## config.mk

```make
export PLATFORM = sky130hd
export DESIGN_NAME = life_grid_engine
export DESIGN_NICKNAME = d
export VERILOG_FILES = /design/src/rtl/life_grid_engine.sv
export SDC_FILE = /design/constraint.sdc
export NUM_CORES = 1
export LEC_CHECK = 0
export CAP_MARGIN = 0
export CORE_MARGIN = 4
export CORE_UTILIZATION = 55
export CTS_BUF_LIST = sky130_fd_sc_hd__clkbuf_8
export DETAILED_ROUTE_END_ITERATION = 10
export HOLD_SLACK_MARGIN = 0.06
export PLACE_DENSITY = 0.89
export SYNTH_ARGS = -nofsm -noshare
export SYNTH_HDL_FRONTEND = slang
export SYNTH_SLANG_ARGS = --single-unit
```

## constraint.sdc

```tcl
create_clock -name clka -period 4.5 [get_ports clka]
set_clock_uncertainty 0.1 [all_clocks]
set_input_delay 0.9 -clock clka [delete_from_list [all_inputs] [get_ports clka]]
set_output_delay 0.9 -clock clka [all_outputs]
set_load 0.01 [all_outputs]
```

## src/rtl/life_grid_engine.sv

```systemverilog
// Game-of-Life grid engine: cells are programmed one at a time from two buttons, then evolved
// one generation per enabled cycle. The engine halts on its own at extinction or still life.
module life_grid_engine #(
    parameter int ROWS  = 7,
    parameter int COLS  = 7,
    parameter int WRAP  = 0,
    parameter int GEN_W = 16,
    localparam int CELLS = ROWS * COLS,
    localparam int IDX_W = $clog2(CELLS)
) (
    input  logic             clka,
    input  logic             rst,
    input  logic [1:0]       mode,
    input  logic             btn0,
    input  logic             btn1,
    input  logic             stop,
    output logic [CELLS-1:0] grid,
    output logic [IDX_W-1:0] cursor,
    output logic [GEN_W-1:0] gen_count,
    output logic             extinct,
    output logic             stable,
    output logic             halted
);

    typedef enum logic [1:0] {S_IDLE, S_PROG, S_RUN, S_HALT} state_t;

    state_t             state_q, state_d;
    logic [CELLS-1:0]   grid_q, grid_d;
    logic [IDX_W-1:0]   cursor_q, cursor_d;
    logic [GEN_W-1:0]   gen_q, gen_d;
    logic               extinct_q, extinct_d;
    logic               stable_q, stable_d;
    logic               halted_q, halted_d;
    logic               btn0_q, btn0_d;
    logic               btn1_q, btn1_d;
    logic               btn0_edge, btn1_edge;
    logic               step_en;
    logic [CELLS-1:0]   next_grid;

    // Every cell reads the registered grid, so the whole generation changes in one step.
    function automatic logic [CELLS-1:0] life_step(input logic [CELLS-1:0] cur);
        logic [CELLS-1:0] nxt;
        logic [3:0]       cnt;
        logic [IDX_W-1:0] idx;
        int               rr;
        int               cc;
        nxt = '0;
        for (int r = 0; r < ROWS; r++) begin
            for (int c = 0; c < COLS; c++) begin
                cnt = 4'd0;
                for (int dr = -1; dr <= 1; dr++) begin
                    for (int dc = -1; dc <= 1; dc++) begin
                        rr = r + dr;
                        cc = c + dc;
                        if (WRAP != 0) begin
                            if (rr < 0) rr = ROWS - 1;
                            else if (rr >= ROWS) rr = 0;
                            if (cc < 0) cc = COLS - 1;
                            else if (cc >= COLS) cc = 0;
                        end
                        if ((dr != 0 || dc != 0) && rr >= 0 && rr < ROWS && cc >= 0 && cc < COLS) begin
                            idx = IDX_W'(rr * COLS + cc);
                            cnt = cnt + {3'd0, cur[idx]};
                        end
                    end
                end
                idx = IDX_W'(r * COLS + c);
                nxt[idx] = (cnt == 4'd3) || (cur[idx] && cnt == 4'd2);
            end
        end
        return nxt;
    endfunction

    always_comb begin
        btn0_d    = btn0;
        btn1_d    = btn1;
        btn0_edge = btn0 & ~btn0_q;
        btn1_edge = btn1 & ~btn1_q;
        next_grid = life_step(grid_q);
        state_d   = state_q;
        grid_d    = grid_q;
        cursor_d  = cursor_q;
        gen_d     = gen_q;
        extinct_d = extinct_q;
        stable_d  = stable_q;
        step_en   = 1'b0;

        if (stop) begin
            state_d   = S_IDLE;
            grid_d    = '0;
            cursor_d  = '0;
            gen_d     = '0;
            extinct_d = 1'b0;
            stable_d  = 1'b0;
        end else begin
            case (state_q)
                S_IDLE: begin
                    if (mode == 2'b01) state_d = S_PROG;
                    else if (mode[1]) state_d = S_RUN;
                end
                S_PROG: begin
                    // Two simultaneous edges are ambiguous and are dropped entirely.
                    if (mode == 2'b01) begin
                        if (btn0_edge ^ btn1_edge) begin
                            grid_d[cursor_q] = btn1_edge;
                            cursor_d = (cursor_q == IDX_W'(CELLS - 1)) ? '0 : cursor_q + 1'b1;
                        end
                    end else if (mode[1]) begin
                        state_d = S_RUN;
                    end else begin
                        state_d = S_IDLE;
                    end
                end
                S_RUN: begin
                    case (mode)
                        2'b00: state_d = S_IDLE;
                        2'b01: state_d = S_PROG;
                        2'b10: step_en = 1'b1;
                        2'b11: step_en = btn1_edge;
                    endcase
                    if (step_en) begin
                        grid_d    = next_grid;
                        gen_d     = (gen_q == '1) ? gen_q : gen_q + 1'b1;
                        extinct_d = (next_grid == '0);
                        stable_d  = (next_grid == grid_q);
                        if (extinct_d || stable_d) state_d = S_HALT;
                    end
                end
                S_HALT: begin
                    if (mode == 2'b00) begin
                        state_d = S_IDLE;
                    end else if (mode == 2'b01) begin
                        state_d   = S_PROG;
                        extinct_d = 1'b0;
                        stable_d  = 1'b0;
                    end
                end
            endcase
        end
        halted_d = (state_d == S_HALT);
    end

    always_ff @(posedge clka or posedge rst) begin
        if (rst) begin
            state_q   <= S_IDLE;
            grid_q    <= '0;
            cursor_q  <= '0;
            gen_q     <= '0;
            extinct_q <= 1'b0;
            stable_q  <= 1'b0;
            halted_q  <= 1'b0;
            btn0_q    <= 1'b0;
            btn1_q    <= 1'b0;
        end else begin
            state_q   <= state_d;
            grid_q    <= grid_d;
            cursor_q  <= cursor_d;
            gen_q     <= gen_d;
            extinct_q <= extinct_d;
            stable_q  <= stable_d;
            halted_q  <= halted_d;
            btn0_q    <= btn0_d;
            btn1_q    <= btn1_d;
        end
    end

    assign grid      = grid_q;
    assign cursor    = cursor_q;
    assign gen_count = gen_q;
    assign extinct   = extinct_q;
    assign stable    = stable_q;
    assign halted    = halted_q;

endmodule
```

# [Word-level counts from Yosys, hierarchy flattened]
# Index checks and enable logic that the tools add are counted.
# W data, S select, Z words.
[totals] register_bits=78 input_bits=7 out_inout_bits=74 word_cells=542
[op_classes] n_addsub=259 magnitude_cmp=2 eq_ne=114 n_mux=39 bitwise=5 reduce_logical=114
[op_table] operator="$add A4 B1 Y4" count=131
[op_table] operator="$eq A4 B2 Y1 const B" count=92
[op_table] operator="$mux W49" count=4
[op_table] operator="$add A3 B1 Y4" count=40
[op_table] operator="$add A2 B1 Y3" count=43
[op_table] operator="$pmux W49 S2" count=1
[op_table] operator="$add A1 B1 Y2" count=43
[op_table] operator="$mux W16" count=4
[op_table] operator="$logic_and A1 B1 Y1" count=50
[op_table] operator="$logic_or A1 B1 Y1" count=50
[op_table] operator="$bwmux W49" count=1
[op_table] operator="$eq A49 B49 Y1" count=1
[op_table] operator="$logic_not A49 Y1" count=1
[op_table] operator="$mux W6" count=5
[op_table] operator="$eq A3 B2 Y1 const B" count=6
[op_table] operator="$mux W2" count=9
[op_table] operator="$add A16 B1 Y16 const B" count=1
[op_table] operator="$eq A16 B16 Y1 const B" count=1
[op_table] operator="$ne A3 B3 Y1 const B" count=5
[op_table] operator="$eq A2 B2 Y1 const B" count=5
[op_table] operator="$reduce_bool A2 Y1" count=5
[op_table] operator="$mux W1" count=9
[op_table] operator="$pmux W2 S4" count=1
[op_table] operator="$reduce_and A4 Y1" count=2
[op_table] operator="other kinds (15)" count=23

# [Logic depth before layout (Yosys ltp)]
# Gate-level depths: netlist (run 1).
[logic_depth] ltp_word=17 mapped_depth=15

# [Least setup slack after synthesis (run 1)]
# No wires, ideal clock.
[synth_timing] path_kind="flip-flop to flip-flop" from="register grid_q[23] (netlist: grid[23])" to="register halted_q (netlist: halted)" setup_time_ps=81 arrival_ps=4648 path_slack_ps=-329 path_stages_with_launch=16 period_less_slack_ps=4829 cell_sequence="dfrtp_1 > inv_1 > fa_1 > fa_1 > fa_1 > inv_1 > ha_1 > fa_1 > and3b_1 > and2_0 > a2111o_1 > a2111oi_2 > nand4_1 > or4_1 > and3_4 > nor3_2"
[synth_via] elab_chain_len=17 word_cells_on_any_way=77 classes_between="add/sub (35); eq/ne (18); mux (4); reduce/logical (20)"
[synth_rtl] element="start: declaration" line="28" rtl="logic [CELLS-1:0] grid_q, grid_d;"
[synth_rtl] element="start signal: assignment" line="156" rtl="grid_q <= grid_d;"
[synth_rtl] element="$add A1 B1 Y2" line="63" rtl="cnt = cnt + {3'd0, cur[idx]};"
[synth_rtl] element="$add A2 B1 Y3" line="63"
[synth_rtl] element="$add A3 B1 Y4" line="63"
[synth_rtl] element="$add A4 B1 Y4 (4 in a row)" line="63"
[synth_rtl] element="$eq A4 B2 Y1" line="68" rtl="nxt[idx] = (cnt == 4'd3) || (cur[idx] && cnt == 4'd2);"
[synth_rtl] element="$logic_and A1 B1 Y1" line="68"
[synth_rtl] element="$logic_or A1 B1 Y1" line="68"
[synth_rtl] element="$eq A49 B49 Y1 / $logic_not A49 Y1 (equally long branches)" line="125, 124"
[synth_rtl] element="$logic_or A1 B1 Y1 (*)" line="126" rtl="if (extinct_d || stable_d) state_d = S_HALT;"
[synth_rtl] element="$mux W2 (*)" line="126"
[synth_rtl] element="$mux W2 (*)" line="121" rtl="if (step_en) begin"
[synth_rtl] element="$pmux W2 S4 (*)" line="96" rtl="case (state_q)"
[synth_rtl] element="$mux W2 (*)" line="88" rtl="if (stop) begin"
[synth_rtl] element="$eq A2 B2 Y1 (*)" line="140" rtl="halted_d = (state_d == S_HALT);"
[synth_rtl] element="named net halted_d" line="33" rtl="logic halted_q, halted_d;"
[synth_rtl] element="end signal: assignment" line="161" rtl="halted_q <= halted_d;"
[synth_rtl] element="end: declaration" line="33"
# Mark *: on every way through the listed nets, which the timed path passes. The rest lies on a longest branch.
# A chain may end at the register's enable or synchronous reset.

# [Final worst setup path (run 1)]
[layout_timing] from="register grid_q[25] (netlist: grid[25])" to="register halted_q (netlist: halted)"
# Same word-level chain as after synthesis.

==> results of run 1 <==
[final cells by class]
cell class / count / area, um^2
clock buffer: 9 / 124
sequential: 78 / 1970
inverter: 211 / 813
tap: 270 / 338
antenna: 1 / 2.50
multi-input combinational: 1033 / 8940
fill: 1565 / 6000
timing repair buffer: 266 / 2220
clock inverter: 7 / 96.3
[stage by stage]
stage          hold slack, ns  util (%)  setup WS [ns]  setup TNS [ns]  instance area, um^2
2_1_floorplan           0.451         -         -0.175          -0.378                11700
3_3_place_gp            0.414      68.5         -0.435           -1.32                14000
3_5_place_dp            0.439      68.5         -0.452           -1.46                14000
4_1_cts                 0.466      70.4         -0.319          -0.811                14400
5_1_grt                 0.483      70.7         -0.498           -1.65                14500
6_report                0.468      70.7         -0.433           -1.24                14500
[kinds of logic after synthesis]
logic type	after synthesis	synth area share, %
buffers and inverters	248	8.05
and+or+nand+nor	431	19.7
adders and majority gates	245	35.6
xor gates and xnor gates	16	1.20
AOI/OAI and AO/OA	328	17.4
DFF	78	16.8
muxes	13	1.20
[power by group]
part / internal [mW] / switching [mW]
combinational: 2.25 / 2.97
clock: 0.315 / 0.344
sequential: 0.769 / 0.0644
total: 3.33 / 3.38
[repair_timing]
item | in CTS | in global routing
setup buffers | 8 | 3
pin swaps | 16 | 13
setup endpoints to repair | 4 | 4
resized for setup | 37 | 10
[layer usage]
metal  part of all wire [%]  routed length, um  global-route usage (%)
met4                    8.5               3810                    22.5
met5                      0                  0                       0
met1                     35              15500                    46.8
met3                     14               6090                    10.6
met2                     43              19300                    59.0
[worst register-to-register path: stages, from the launching register on]
cell        delay, ns
dfrtp_2          0.40
clkinvlp_4       0.12
buf_4            0.16
buf_6            0.12
fa_1             0.44
fa_1             0.52
fa_1             0.41
inv_1            0.08
ha_2             0.19
fa_2             0.45
and3b_1          0.20
a22oi_1          0.19
nand3_1          0.15
a2111oi_4        0.34
nand4_1          0.19
or4_4            0.50
and3_4           0.19
nor3_2           0.09
[sequential cells by signal, indices dropped and copies added (netlist names)]
register / cells
extinct: 1
grid: 49
stable: 1
gen_count: 16
btn1_q: 1
state_q: 2
cursor: 6
halted: 1
btn0_q: 1
[placed cells by master, fill, tap and decap left out, types with 12 or more instances in the layout]
| master | n |
|---|---|
| a21oi_1 | 119 |
| fa_1 | 141 |
| ha_1 | 95 |
| o21ai_0 | 83 |
| buf_4 | 183 |
| inv_1 | 196 |
| dfrtp_2 | 12 |
| nor4bb_1 | 14 |
| nand3_1 | 15 |
| nand2_1 | 82 |
| clkdlybuf4s50_1 | 80 |
| nand2b_1 | 31 |
| a31oi_1 | 12 |
| dfrtp_1 | 66 |
| nor3_1 | 31 |
| nor2_1 | 121 |
| o22ai_1 | 16 |
| and3b_1 | 12 |
| nor2b_1 | 29 |
| nand4_1 | 20 |
[path summary, 6_finish.rpt]
check	start	endpoint	slack, ns	depth (start not counted)
setup reg to reg	grid[25]	halted	-0.43	17
setup / recovery	grid[25]	halted	-0.43	17
max in group asynchronous	rst	grid[26]	2.54	3
min in group asynchronous	rst	state_q[0]	0.81	2
hold reg to reg	stable	stable	0.47	2
hold / removal	stable	stable	0.47	2
==> metrics.txt, run 1 <==
Pins Over Slew Limit=0; Synth Cell Area=11,600 um^2; Skew-Pair Late Insertion Delay=0.41 ns; top-area cell type share of the netlist area=24.8%; buffers plus inverters on the worst setup path=4; I/O pin count=81; Rows=52; vias in the first global route=12,400; ratio of cells with drive above 1 in the final layout=18.1%; Setup CP Type=flip-flop to flip-flop; cell mode on critical path=fa_1; first-pass GRT wire length=69,100 um; delay-heaviest family, CP=adder cells; Yosys reg bits=78; Tightest Pin Transition=1.24 ns; fmax=203 MHz; Cell Chain, Critical Path=clkinvlp_4 > buf_4 > buf_6 > fa_1 > fa_1 > fa_1 > inv_1 > ha_2 > fa_2 > and3b_1 > a22oi_1 > nand3_1 > a2111oi_4 > nand4_1 > or4_4 > and3_4 > nor3_2; final worst-path cycle share=110%; DR pass1 iterations=7; Layout Area Growth over Synthesis=24.5%; crit-path max FO=3; core area=20,500 um^2; FFs w/ async S/R, synth=100%; Post-Syn Instances=1,359; Leak=6.97 nW; initial DRC count=1,440; Crit path largest cell delay=0.52 ns; Worst EP required=4.71 ns; root buf cell=clkbuf_8; antenna viol nets, final=0; slowest stage cell, crit path=fa_1; final setup vio count=4; CTS hold repair buffers=0; crit path time final=4.93 ns; CP endpoint kind=flip-flop; Routed WL=44,700 um; total clock sinks=78; number of buffers added on ports=80; vias per cell=6.55; fin nets=1,851; Non-Filler Instances=1,875; number of synthesized flops with an enable pin=0; Power Total=6.71 mW; Max Cap Viol=0; list of most frequent post-synthesis cells=inv_1, fa_1, a21oi_1; Die Footprint=23,600 um^2; die height=153 um; routed via count=12,300; Die Span X=153 um; P per Cell Area=463 nW/um^2; unrepaired setup endpoints after global routing=yes; synth top area cells=fa_1, dfrtp_1, ha_1; Clock Path Buffers=2; Primary FF master, synth=dfrtp_1; CTS tree=done; placed cells=1,847; relative slew slack=16.6%; Fin. Hold Viols=0; yosys warns=0; Total Routing Usage GR=37.8%; CP arrival=5.14 ns; WL per Instance=23.8 um; type of origin of the critical path=flip-flop; VDD IR max=0.337 mV; failing checks=negative setup slack; Initial Util=56.8%; outcome=finished, violations left; largest net degree at the start of global routing=42; cell with the most instances after synthesis=inv_1; syn_nets=1,611; initial antenna violation count=2; final setup margin=-0.433 ns; H-tree levels=3; sequential share of the synthesized area=16.8%; HP Class=flip-flop to flip-flop; DRC errors left=0; GPL Wtd Cong=1.10; Worst-path clk slew=0.12 ns; Cell variety after synth=78; DP Wirelength=35,700 um; Syn Area/Cell=8.57 um^2; CTS Buf Count=9; area leader, netlist=fa_1; grt total ovfl=0
No activity file was read; power rests on OpenSTA's default activity.
==> inputs of run 2 (changes only) <==
--- a/config.mk
+++ b/config.mk
@@ -9,6 +9,8 @@
 export CORE_MARGIN = 4
 export CORE_UTILIZATION = 55
 export CTS_BUF_LIST = sky130_fd_sc_hd__clkbuf_8
+export CTS_CLUSTER_DIAMETER = 30
+export CTS_CLUSTER_SIZE = 25
 export DETAILED_ROUTE_END_ITERATION = 10
 export HOLD_SLACK_MARGIN = 0.06
 export PLACE_DENSITY = 0.89
==> results of run 2 <==
Same layout as run 1: the final DEF is identical, and so are final timing and power.
==> inputs of run 3 (changes only) <==
--- a/config.mk
+++ b/config.mk
@@ -10,10 +10,10 @@
 export CORE_UTILIZATION = 55
 export CTS_BUF_LIST = sky130_fd_sc_hd__clkbuf_8
 export CTS_CLUSTER_DIAMETER = 30
-export CTS_CLUSTER_SIZE = 25
 export DETAILED_ROUTE_END_ITERATION = 10
 export HOLD_SLACK_MARGIN = 0.06
 export PLACE_DENSITY = 0.89
+export SLEW_MARGIN = 15
 export SYNTH_ARGS = -nofsm -noshare
 export SYNTH_HDL_FRONTEND = slang
 export SYNTH_SLANG_ARGS = --single-unit
==> results of run 3 <==
Same layout as run 1: the final DEF is identical, and so are final timing and power.
